### config.mk
export PLATFORM = sky130hd
export DESIGN_NAME = dma_read_engine
export DESIGN_NICKNAME = d
export VERILOG_FILES = /design/src/rtl/dma_pkg.sv /design/src/rtl/dma_burst_gen.sv /design/src/rtl/dma_read_engine.sv
export SDC_FILE = /design/constraint.sdc
export NUM_CORES = 1
export LEC_CHECK = 0
export CAP_MARGIN = 10
export CORE_MARGIN = 3
export CORE_UTILIZATION = 28
export CTS_CLUSTER_SIZE = 28
export DETAILED_ROUTE_END_ITERATION = 10
export GPL_TIMING_DRIVEN = 0
export PLACE_DENSITY_LB_ADDON = 0.2
export SLEW_MARGIN = 20
export SYNTH_ARGS = -nofsm -noshare
export SYNTH_HDL_FRONTEND = slang
export SYNTH_SLANG_ARGS = --single-unit
export TNS_END_PERCENT = 1
### constraint.sdc
create_clock -name m_axi_aclk -period 14.67 [get_ports m_axi_aclk]
set_input_delay 2.2005 -clock m_axi_aclk [delete_from_list [all_inputs] [get_ports m_axi_aclk]]
set_output_delay 2.2005 -clock m_axi_aclk [all_outputs]
set_load 0.05 [all_outputs]
### src/rtl/dma_pkg.sv
// dma_pkg: shared AXI constants, FSM encoding and helpers for the DMA read/write engines
package dma_pkg;
  localparam logic [1:0] AXI_BURST_INCR = 2'b01;
  localparam logic [1:0] AXI_RESP_OKAY = 2'b00;
  localparam logic [1:0] AXI_RESP_EXOKAY = 2'b01;
  localparam logic [1:0] AXI_RESP_SLVERR = 2'b10;
  localparam logic [1:0] AXI_RESP_DECERR = 2'b11;
  localparam int AXI_4K_BYTES = 4096;
  typedef enum logic [1:0] {ST_IDLE = 2'd0, ST_RUN = 2'd1, ST_DRAIN = 2'd2} state_t;
  function automatic int clog2(input int v);
    int r;
    r = 0;
    for (int i = 0; i < 31; i++) if ((1 << i) < v) r = i + 1;
    return r;
  endfunction
endpackage

### src/rtl/dma_burst_gen.sv
// dma_burst_gen: next INCR burst length as min(remaining, MAX_BURST, beats to 4 KB) plus the follow-on address
module dma_burst_gen
  import dma_pkg::*;
#(
  parameter int DATA_WIDTH = 64,
  parameter int ADDR_WIDTH = 32,
  parameter int LEN_WIDTH  = 16,
  parameter int MAX_BURST  = 16
) (
  input  logic [ADDR_WIDTH-1:0] addr,
  input  logic [LEN_WIDTH:0]    remaining,
  output logic [8:0]            len,
  output logic [ADDR_WIDTH-1:0] next_addr
);
  localparam int SB = clog2(DATA_WIDTH / 8);
  localparam int W = (LEN_WIDTH + 1 > 13) ? LEN_WIDTH + 1 : 13;
  logic [12:0] to_4k;
  logic [W-1:0] cap, len_w;
  always_comb begin
    to_4k = (13'(AXI_4K_BYTES) - {1'b0, addr[11:0]}) >> SB;
    cap = (W'(MAX_BURST) < W'(to_4k)) ? W'(MAX_BURST) : W'(to_4k);
    len_w = (W'(remaining) < cap) ? W'(remaining) : cap;
    len = 9'(len_w);
    next_addr = addr + (ADDR_WIDTH'(len) << SB);
  end
endmodule

### src/rtl/dma_read_engine.sv
// dma_read_engine: MM2S channel splitting one transfer into 4 KB-safe AXI4 bursts streamed out on AXI-Stream
module dma_read_engine
  import dma_pkg::*;
#(
  parameter int DATA_WIDTH      = 64,
  parameter int ADDR_WIDTH      = 32,
  parameter int LEN_WIDTH       = 16,
  parameter int MAX_BURST       = 16,
  parameter int MAX_OUTSTANDING = 4
) (
  input  logic                  m_axi_aclk,
  input  logic                  m_axi_areset,
  output logic [ADDR_WIDTH-1:0] m_axi_araddr,
  output logic [7:0]            m_axi_arlen,
  output logic [2:0]            m_axi_arsize,
  output logic [1:0]            m_axi_arburst,
  output logic [3:0]            m_axi_arcache,
  output logic [2:0]            m_axi_arprot,
  output logic                  m_axi_arvalid,
  input  logic                  m_axi_arready,
  input  logic [DATA_WIDTH-1:0] m_axi_rdata,
  input  logic [1:0]            m_axi_rresp,
  input  logic                  m_axi_rlast,
  input  logic                  m_axi_rvalid,
  output logic                  m_axi_rready,
  output logic [DATA_WIDTH-1:0] m_axis_tdata,
  output logic                  m_axis_tvalid,
  output logic                  m_axis_tlast,
  input  logic                  m_axis_tready,
  input  logic                  start_i,
  input  logic [ADDR_WIDTH-1:0] addr_i,
  input  logic [LEN_WIDTH-1:0]  beats_i,
  output logic                  busy_o,
  output logic                  done_o,
  output logic                  error_o
);
  localparam int SB = clog2(DATA_WIDTH / 8);
  localparam int OW = clog2(MAX_OUTSTANDING + 1);
  state_t state_q, state_d;
  logic [ADDR_WIDTH-1:0] addr_q, addr_d, next_addr;
  logic [LEN_WIDTH:0] rem_q, rem_d;
  logic [LEN_WIDTH-1:0] beats_q, beats_d, beat_q, beat_d;
  logic [OW-1:0] out_q, out_d;
  logic arvalid_q, arvalid_d, err_q, err_d, fin_q, fin_d, done_q, done_d;
  logic [8:0] len;
  logic go, ar_hs, r_hs, drained;
  dma_burst_gen #(
    .DATA_WIDTH(DATA_WIDTH),
    .ADDR_WIDTH(ADDR_WIDTH),
    .LEN_WIDTH (LEN_WIDTH),
    .MAX_BURST (MAX_BURST)
  ) u_burst_gen (
    .addr     (addr_q),
    .remaining(rem_q),
    .len      (len),
    .next_addr(next_addr)
  );
  assign go = state_q == ST_IDLE && start_i;
  assign ar_hs = arvalid_q && m_axi_arready;
  assign r_hs = m_axi_rvalid && m_axi_rready;
  assign drained = out_q == '0 && fin_q;
  always_ff @(posedge m_axi_aclk or posedge m_axi_areset)
    if (m_axi_areset) state_q <= ST_IDLE;
    else state_q <= state_d;
  always_comb begin
    state_d = state_q;
    case (state_q)
      ST_IDLE:  state_d = start_i ? ST_RUN : ST_IDLE;
      ST_RUN:   state_d = (rem_q == '0) ? ST_DRAIN : ST_RUN;
      ST_DRAIN: state_d = drained ? ST_IDLE : ST_DRAIN;
      default:  state_d = ST_IDLE;
    endcase
  end
  always_comb begin
    addr_d = addr_q;
    rem_d = rem_q;
    beats_d = beats_q;
    beat_d = beat_q;
    err_d = err_q;
    fin_d = fin_q;
    out_d = out_q + OW'(ar_hs) - OW'(r_hs && m_axi_rlast);
    arvalid_d = arvalid_q ? !m_axi_arready : (state_q == ST_RUN && rem_q != '0 && out_q < OW'(MAX_OUTSTANDING));
    done_d = state_q == ST_DRAIN && drained;
    if (go) begin
      addr_d = addr_i & ~ADDR_WIDTH'((1 << SB) - 1);
      rem_d = (LEN_WIDTH + 1)'(beats_i) + (LEN_WIDTH + 1)'(1);
      beats_d = beats_i;
      beat_d = '0;
      err_d = 1'b0;
      fin_d = 1'b0;
    end
    if (ar_hs) begin
      addr_d = next_addr;
      rem_d = rem_q - (LEN_WIDTH + 1)'(len);
    end
    if (r_hs) begin
      beat_d = beat_q + LEN_WIDTH'(1);
      err_d = err_q || m_axi_rresp == AXI_RESP_SLVERR || m_axi_rresp == AXI_RESP_DECERR;
      fin_d = fin_q || m_axis_tlast;
    end
  end
  always_ff @(posedge m_axi_aclk or posedge m_axi_areset)
    if (m_axi_areset) begin
      addr_q <= '0;
      rem_q <= '0;
      beats_q <= '0;
      beat_q <= '0;
      out_q <= '0;
      arvalid_q <= 1'b0;
      err_q <= 1'b0;
      fin_q <= 1'b0;
      done_q <= 1'b0;
    end else begin
      addr_q <= addr_d;
      rem_q <= rem_d;
      beats_q <= beats_d;
      beat_q <= beat_d;
      out_q <= out_d;
      arvalid_q <= arvalid_d;
      err_q <= err_d;
      fin_q <= fin_d;
      done_q <= done_d;
    end
  always_comb begin
    busy_o = state_q != ST_IDLE;
    done_o = done_q;
    error_o = err_q;
    m_axi_arvalid = arvalid_q;
    m_axi_araddr = arvalid_q ? addr_q : '0;
    m_axi_arlen = arvalid_q ? 8'(len - 9'd1) : 8'd0;
    m_axi_arsize = 3'(SB);
    m_axi_arburst = AXI_BURST_INCR;
    m_axi_arcache = 4'b0011;
    m_axi_arprot = 3'b000;
    m_axi_rready = m_axis_tready && state_q != ST_IDLE;
    m_axis_tdata = m_axi_rdata;
    m_axis_tvalid = m_axi_rvalid && state_q != ST_IDLE;
    m_axis_tlast = state_q != ST_IDLE && beat_q == beats_q;
  end
endmodule

==> results of run 1 <==
## placed cells by master (no fill, tap or decap), drive strengths merged, types with 9 or more instances in the layout
master,instances
ha,27
a21oi,45
inv,30
a211oi,20
nand4,22
conb,20
o211ai,11
xnor2,28
nor3,18
nand2,123
nand3,41
dfrtp,87
buf,90
clkbuf,43
o21ai,52
and2,40
a21o,9
nor2,84
and3,19
xor2,27
clkdlybuf4s50,160
a31oi,9
## flip-flops by register name, indices dropped and copies added, names as in the netlist
signal         flops
addr_q            29
beat_q            16
beats_q           16
done_o             1
error_o            1
fin_q              1
m_axi_arvalid      1
out_q              3
rem_q             17
state_q            2
## final cells by class
| type | count | area (um^2) |
|---|---|---|
| inverters | 29 | 114 |
| fillers | 2577 | 15200 |
| clock buffers | 10 | 229 |
| flip-flops and latches | 87 | 2180 |
| repair buffers | 161 | 1630 |
| clock inverters | 6 | 36.3 |
| plain buffers | 122 | 779 |
| well taps | 324 | 405 |
| multi-input cells | 683 | 4180 |
## logic make-up after synthesis
logic type               share of synthesized area (%)
AND/OR/NAND/NOR                                   25.5
other                                            0.105
flip-flops                                        30.4
AO/OA/AOI/OAI                                     18.9
multiplexers                                     0.890
adder cells (fa/ha/maj)                           5.15
XOR/XNOR                                          6.72
buffers and inverters                             12.4
## through the flow
stage          total power, W  std cells  hold WS (ps)  setup WS [ps]  area, um^2
2_1_floorplan         0.00122        921           463           7810        7240
3_3_place_gp          0.00154       1405           481           6730        9250
3_5_place_dp          0.00155       1406           485           6670        9280
4_1_cts               0.00178       1422           502           6270        9550
5_1_grt               0.00190       1422           517           5760        9550
6_report              0.00177       1422           497           6320        9550
## worst max-delay path by stage
stage	from	endpoint	cells after the start
after floorplan	addr_q[4]	m_axi_arlen[7]	20
after global placement	addr_q[4]	m_axi_arlen[7]	21
after detailed placement	addr_q[4]	m_axi_arlen[7]	21
after CTS	addr_q[4]	m_axi_arlen[7]	21
after global routing	addr_q[4]	m_axi_arlen[7]	21
final	addr_q[4]	m_axi_arlen[7]	21
## critical path: stages, from the launching register on
cell,delay [ps]
dfrtp_1,380
buf_2,190
inv_1,140
ha_1,300
or3b_1,390
a221oi_2,270
o22ai_1,170
buf_4,210
nor2_1,210
inv_1,120
ha_1,300
nand4_1,130
o221ai_1,150
a211o_1,470
a21oi_2,400
nor2_1,100
a21oi_1,340
nand4_1,300
nor3_2,240
xnor2_1,90
nor2_1,90
clkdlybuf4s50_1,810
## where the power goes
part	leakage [nW]	internal (W)	switching [W]	total, W
sequential	1.05	0.000336	0.000113	0.000449
combinational	2.95	0.000409	0.000687	0.00110
clock	0.132	0.000115	0.000107	0.000221
## routing by layer
layer | global-route usage (%) | wire, um | vias to the layer above
met5 | 0 | 13 | -
met4 | 4.81 | 438 | 2
met3 | 2.29 | 1150 | 27
met2 | 27.5 | 10800 | 208
met1 | 21.7 | 10400 | 3270
li1 | - | - | 3433
==> results.ini, run 1 <==
[final_layout]
antennaDiodeCount=0
nets=1242
finalCoreUtilization_pct=38.6
layout-drive-gt1-share_pct=12.4
area_growth_pct=33.1

[setup_path]
worstReg2RegEnd=rem_q[16]
crit_path_start_kind=flip-flop
arrival_ps=6150
crit_type=flip-flop to primary output
r2r_start=addr_q[4]
cp.required_ps=12470
ff2ff_path_depth=30
path_max_fanout=10
rrSetupSlack_ps=7510
crit_path_end_kind=primary output

[floorplanning]
io-pin-count=244
die_h_um=166
initial_utilization_pct=29.0
num_rows=57
core_region_area_um2=24700
dieArea_um2=27600
die_w_um=166

[yosys]
netlist_area_um2=7170
synth_most_common_cell=nand2_1
synth-main-ff-cell=dfrtp_1
avgSynthCellArea_um2=7.94
synthArstFlopShare_pct=100
yosysTopAreaCell=dfrtp_1
yosysUniqueCellTypes=77
synth_sequential_area_ratio_pct=30.4
synth-edff-count=0
netlist_top_cells_area=dfrtp_1, buf_4, nand2_1
synth_top_area_share_pct=30.4
synth-seq-cells=87
synth_commonest_cells=nand2_1, dfrtp_1, nor2_1
syn_inst=903
yosys_warnings=0

[global_route]
antenna_found_initial=1
grt_max_degree=71
grt_pass1_vias=6892
grt_overflow_total=0
grtUsageTotal_pct=16.3
grt_pass1_wl_um=37100

[sta]
drv_slew=0
fin_crit_ps=8350
fmax_ghz=0.120
slew_headroom_pct=30.3
post-route-period-util_pct=56.9
setup_viol=0
fin_worst_skew_ps=7.32
fin_tns_setup_ps=0
tightest_slew_ps=1040
rsz0062_at_grt=no
hold_violations=0

[min_path]
hold_depth=2
hold_end=error_o
hp-class=flip-flop to flip-flop
hp-start=error_o

[cts]
postCtsSetupBuffers=0
ctsHoldBuffers=0
cts.path.max_buffers=2
cts_buffers=9
tritoncts=built
cts_root_buf=clkbuf_16
clock_sinks=87
h-tree-depth=3
path_clk_slew_ps=70
clkLatencyLatePin_ps=350
cts_resized=0

[pwr]
peakVddDrop_mv=0.151
leakage_nw=4.13
powerDensity_nw_per_um2=185

[detailed_routing]
drt-initial-drc-count=380
vias=6940
vias_per_cell=4.88
detail_route.wl_per_cell_um=16.0
drcViolationCount=0
first_pass_iters=5
ant_nets=0
wirelength_um=22700

[placed_design]
hpwlAfterDp_um=17700
port_buffers=160
gp_congestion=0.843

[run]
cap_violations=0

[run_status]
outcome=completed

Power figures use the tool's default switching activity.
==> run 2, diff against run 1 <==
Clock period 14.67 ns to 7.8 ns, I/O delays scaled along.
==> run 2 against run 1 <==
  * Final area about the same
  * Register-to-register slack got worse by 6900 ps
  * First-iteration DRC count unchanged
  * Critical path depth decreased by 1
  * Hold slack unchanged
  * Sequential cell count unchanged
  * Worst setup slack got worse by 5800 ps
  * Die area unchanged
  * Non-clock buffer count unchanged
  * Via count decreased by 0.20%
  * Largest power group unchanged
==> results.ini, run 2 (synthesized netlist as in run 1, its figures left out) <==
[global_route]
grt_pass1_vias=6892  ; unchanged
grtUsageTotal_pct=16.3  ; unchanged
grt_max_degree=71  ; unchanged
grt_overflow_total=0  ; unchanged
antenna_found_initial=1  ; unchanged
grt_pass1_wl_um=37100  ; unchanged

[cts]
cts_resized=0  ; unchanged
cts.path.max_buffers=2  ; unchanged
clock_sinks=87  ; unchanged
cts_buffers=9  ; unchanged
path_clk_slew_ps=70  ; about the same
cts_root_buf=clkbuf_16
tritoncts=built
clkLatencyLatePin_ps=360  ; about the same
ctsHoldBuffers=0  ; unchanged
h-tree-depth=3  ; unchanged
postCtsSetupBuffers=0  ; unchanged

[pwr]
leakage_nw=4.15  ; +0.45%
peakVddDrop_mv=0.284  ; +88%
p_clk_share_pct=12.6  ; about the same
p_int_w=0.00162  ; +88%
total_power_w=0.00332  ; +88%
p_seq_share_pct=25.4  ; about the same
combinationalPowerShare_pct=62.0  ; about the same
switchingPower_w=0.00170  ; +88%
powerDensity_nw_per_um2=348  ; +88%
switching_share_pct=51.3  ; about the same

[setup_path]
crit_slowest_cell=clkdlybuf4s50_1
r2r_start=addr_q[4]
worstReg2RegEnd=rem_q[16]
critPathLaunch=addr_q[4]
crit_path_end_kind=primary output
cp.required_ps=6630  ; -5840 ps
ff2ff_path_depth=30  ; unchanged
critical-path-top-delay-family=compound AO/OA/AOI/OAI gates
cp_cell_sequence=buf_2 -> inv_1 -> ha_1 -> or3b_1 -> a221oi_2 -> o22ai_1 -> buf_4 -> nor2_1 -> inv_1 -> ha_1 -> nand4_1 -> o221ai_1 -> a211o_1 -> a21oi_2 -> nor2_1 -> a21oi_1 -> nand4_1 -> nor3_2 -> o21a_1 -> clkdlybuf4s50_1
path_max_fanout=10  ; unchanged
crit_type=flip-flop to primary output
arrival_ps=6090  ; -60 ps
crit_path_start_kind=flip-flop
rrSetupSlack_ps=650  ; -6860 ps
critPathCapture=m_axi_arlen[6]
critPathMaxStageDelay_ps=800  ; about the same
critical_path_depth=20  ; -4.8%
cp_num_buf_inv=5  ; unchanged

[detailed_routing]
vias=6926  ; -0.20%
ant_nets=0  ; unchanged
wirelength_um=22800  ; about the same
first_pass_iters=5  ; unchanged
detail_route.wl_per_cell_um=16.0  ; about the same
vias_per_cell=4.87  ; -0.20%
drt-initial-drc-count=380  ; unchanged
drcViolationCount=0  ; unchanged

[final_layout]
layout-drive-gt1-share_pct=12.4  ; unchanged
final_cell_mix=clkdlybuf4s50_1, nand2_1, dfrtp_1
top_register=addr_q
area_growth_pct=33.1  ; about the same
largestRegisters=addr_q x29, rem_q x17
largest_reg_flops=29  ; unchanged
fill_cells=2577  ; unchanged
nets=1242  ; unchanged
final_common_cell=clkdlybuf4s50_1
antennaDiodeCount=0  ; unchanged

[sta]
post-route-period-util_pct=93.1
fmax_ghz=0.138
drv_slew=0  ; unchanged
hold_violations=0  ; unchanged
slew_headroom_pct=30.2  ; -0.079 points
fin_worst_skew_ps=9.37  ; +2.06 ps
rsz0062_at_grt=no
fin_crit_ps=7260
setup_viol=0  ; unchanged
setup_slack_ps=541  ; -5770 ps
fin_tns_setup_ps=0  ; unchanged
tightest_slew_ps=1040  ; +1.18 ps

[min_path]
hp-start=error_o
hp-class=flip-flop to flip-flop

[run_status]
outcome=completed

[floorplanning]
io-pin-count=244  ; unchanged
core_region_area_um2=24700  ; unchanged
die_h_um=166  ; unchanged
dieArea_um2=27600  ; unchanged
die_w_um=166  ; unchanged
initial_utilization_pct=29.0  ; unchanged
num_rows=57  ; unchanged

[placed_design]
dp_slack_ps=763  ; -5910 ps
gp_congestion=0.843  ; unchanged
hpwlAfterDp_um=17700  ; unchanged
port_buffers=160  ; unchanged

[run]
cap_violations=0  ; unchanged

run 2: worst register-to-register path: cells and delay by family, from the launching register on:
family	cells	cell delay [ps]
DFF	1	380
AOI/OAI and AO/OA	11	2750
buffers and inverters	9	1700
and+or+nand+nor	6	1140
adders and majority gates	4	1090
run 2: layout make-up:
class / count / area [um^2] / area share (%)
flip-flops and latches: 87 / 2180 / 22.8
clock buffers: 10 / 229 / 2.40
plain buffers: 122 / 779 / 8.16
repair buffers: 161 / 1630 / 17.1
well taps: 324 / 405 / 4.25
multi-input cells: 683 / 4180 / 43.7
inverters: 29 / 114 / 1.19
clock inverters: 6 / 36.3 / 0.380
run 2: metrics by stage:
| stage | util [%] | area, um^2 | std cells | hold WS (ps) |
|---|---|---|---|---|
| finish | 38.6 | 9550 | 1422 | 497 |
| global route | 38.6 | 9550 | 1422 | 517 |
| CTS | 38.6 | 9550 | 1422 | 502 |
| detailed placement | 37.5 | 9280 | 1406 | 485 |
| global placement | 37.4 | 9250 | 1405 | 481 |
| floorplan | - | 7240 | 921 | 463 |
run 2: worst min-delay path by stage:
stage                            end  slack [ps]  cells past startpoint
after floorplan               done_o         460                      1
after global placement       error_o         480                      2
after detailed placement  beats_q[1]         490                      2
after CTS                     done_o         500                      1
after global routing        out_q[0]         520                      1
final                        error_o         500                      2
run 2: metal layers:
metal  GRT usage [%]  wire (um)
met1            21.7      10400
met2            27.5      10800
met3            2.29       1130
met4            4.81        438
met5               0         13
run 2: power by group through the flow:
stage	logic (W)	clock network, W	registers (W)
floorplan	0.00149	0	0.000799
global placement	0.00204	0	0.000850
detailed placement	0.00206	0	0.000853
CTS	0.00207	0.000426	0.000848
global route	0.00225	0.000441	0.000880
finish	0.00206	0.000417	0.000844
==> run 3, diff against run 2 <==
Settings changed: CORE_MARGIN 3 to unset, CTS_BUF_LIST set to sky130_fd_sc_hd__clkbuf_8 sky130_fd_sc_hd__clkbuf_16.
==> run 3 against run 2 <==
  * Sequential cell count unchanged
  * Register-to-register slack about the same
  * Critical path type unchanged
  * Fmax shrank 0.57%
  * Core utilization down 0.51 points
  * Hold slack better by 2.8 ps
  * Total power grew 1.3%
==> results.ini, run 3 (synthesized netlist as in run 1, its figures left out) <==
[detailed_routing]
detail_route.wl_per_cell_um=15.5  ; -2.9%
first_pass_iters=5  ; unchanged
vias=6969  ; +0.62%
wirelength_um=22200  ; -2.5%
drcViolationCount=0  ; unchanged
ant_nets=0  ; unchanged
drt-initial-drc-count=376  ; -1.1%
vias_per_cell=4.88  ; +0.20%

[final_layout]
final_common_cell=clkdlybuf4s50_1
nets=1242  ; unchanged
largestRegisters=addr_q x29, rem_q x17
stdcell_area_um2=9590  ; +0.41%
area_growth_pct=33.6
top_register=addr_q
antennaDiodeCount=0  ; unchanged
layout-drive-gt1-share_pct=12.4  ; unchanged
largest_reg_flops=29  ; unchanged
final_cell_mix=clkdlybuf4s50_1, nand2_1, dfrtp_1

[cts]
clkLatencyLatePin_ps=360  ; about the same
cts_buffers=9  ; unchanged
h-tree-depth=3  ; unchanged
cts_root_buf=clkbuf_16
cts_resized=0  ; unchanged
clock_sinks=87  ; unchanged
tritoncts=built
path_clk_slew_ps=70  ; about the same
ctsHoldBuffers=0  ; unchanged
cts.path.max_buffers=2  ; unchanged
postCtsSetupBuffers=0  ; unchanged

[pwr]
powerDensity_nw_per_um2=351  ; +0.86%
leakage_nw=4.14  ; about the same
p_clk_share_pct=13.6  ; +1.0 points
peakVddDrop_mv=0.277  ; -2.6%
switchingPower_w=0.00170  ; about the same
combinationalPowerShare_pct=61.3  ; -0.7 points
p_int_w=0.00166  ; +2.6%
total_power_w=0.00336  ; +1.3%
switching_share_pct=50.7  ; -0.62 points
p_seq_share_pct=25.1  ; -0.3 points

[global_route]
grt_overflow_total=0  ; unchanged
grt_pass1_vias=6498  ; -5.7%
grtUsageTotal_pct=16.9  ; +0.63 points
antenna_found_initial=0  ; -1
grt_pass1_wl_um=34700  ; -6.3%
grt_max_degree=59  ; -17%

[sta]
slew_headroom_pct=31.6  ; +1.4 points
drv_slew=0  ; unchanged
setup_viol=0  ; unchanged
rsz0062_at_grt=no
fin_crit_ps=7300  ; +41.8 ps
fin_worst_skew_ps=11.3  ; +1.93 ps
setup_slack_ps=499  ; -41.8 ps
post-route-period-util_pct=93.6  ; +0.54 points
fmax_ghz=0.137  ; -0.57%
tightest_slew_ps=1020  ; -21.4 ps
fin_tns_setup_ps=0  ; unchanged
hold_violations=0  ; unchanged

[placed_design]
placed_area_um2=9290  ; about the same
gp_congestion=0.837  ; -0.70%
hpwlAfterDp_um=17100  ; -3.4%
port_buffers=160  ; unchanged
dp_slack_ps=756  ; -7.19 ps

[floorplanning]
core_region_area_um2=25200  ; +1.8%
num_rows=58  ; +1.8%
dieArea_um2=26300  ; -4.8%
initial_utilization_pct=28.5  ; -0.50 points
die_h_um=162  ; -2.4%
io-pin-count=244  ; unchanged
die_w_um=162  ; -2.4%

[setup_path]
r2r_start=addr_q[4]
path_max_fanout=10  ; unchanged
crit_path_end_kind=primary output
arrival_ps=6130  ; +40 ps
crit_path_start_kind=flip-flop
crit_type=flip-flop to primary output
cp.required_ps=6630  ; about the same
critPathLaunch=addr_q[4]

[run]
cap_violations=0  ; unchanged

[run_status]
outcome=completed

[min_path]
hp-start=beats_q[10]
hp-class=flip-flop to flip-flop

[run 3: cell types whose count changed in the layout (fill, tap and decap cells not counted), sizes merged]
cell / change
clkinv: -2
bufinv: +1
clkdlybuf4s50: +1
dlymetal6s2s: -1
inv: +1
[run 3: final cells by class]
type	count	area (um^2)
multi-input cells	683	4180
clock buffers	10	239
inverters	29	114
fillers	2614	15600
repair buffers	161	1630
clock inverters	6	60.1
plain buffers	122	779
flip-flops and latches	87	2180
well taps	330	413
[run 3: worst paths after layout]
path	endpoint	cells after the start	slack, ps
setup reg to reg	rem_q[16]	30	640
hold reg to reg	beats_q[10]	2	500
hold / removal	beats_q[10]	2	500
min in group asynchronous	addr_q[26]	2	1160
setup / recovery	m_axi_arlen[7]	21	500
max in group asynchronous	out_q[1]	3	6030
[run 3: through the flow]
step	utilization, %	instances	hold slack (ps)
2_1_floorplan	-	921	463
3_3_place_gp	36.8	1411	483
3_5_place_dp	36.9	1412	489
4_1_cts	38.1	1428	505
5_1_grt	38.1	1428	521
6_report	38.1	1428	500
[run 3: power by group through the flow]
stage | Combinational, W | Clock (W) | Sequential (W)
after detailed placement | 0.00206 | 0 | 0.000849
after global placement | 0.00204 | 0 | 0.000849
after floorplan | 0.00149 | 0 | 0.000799
final | 0.00206 | 0.000458 | 0.000843
after CTS | 0.00207 | 0.000469 | 0.000844
after global routing | 0.00224 | 0.000484 | 0.000877
[run 3: worst max-delay path: stages (launching register included)]
cell and delay (ps):
dfrtp_1 390, buf_2 190, inv_1 140, ha_1 300
or3b_1 390, a221oi_2 270, o22ai_1 160, buf_4 200
nor2_1 210, inv_1 120, ha_1 300, nand4_1 110
o221ai_1 150, a211o_1 470, a21oi_2 400, nor2_1 90
a21oi_1 330, nand4_1 300, nor3_2 240, xnor2_1 90
nor2_1 80, clkdlybuf4s50_1 810
[run 3: routing by layer]
layer / up-vias / GRT usage (%) / part of all wire, %
met2: 218 / 27.9 / 48
met1: 3295 / 22.8 / 46
li1: 3439 / - / -
met3: 17 / 2.37 / 4.5
met5: - / 0 / 0
met4: 0 / 4.93 / 1.5
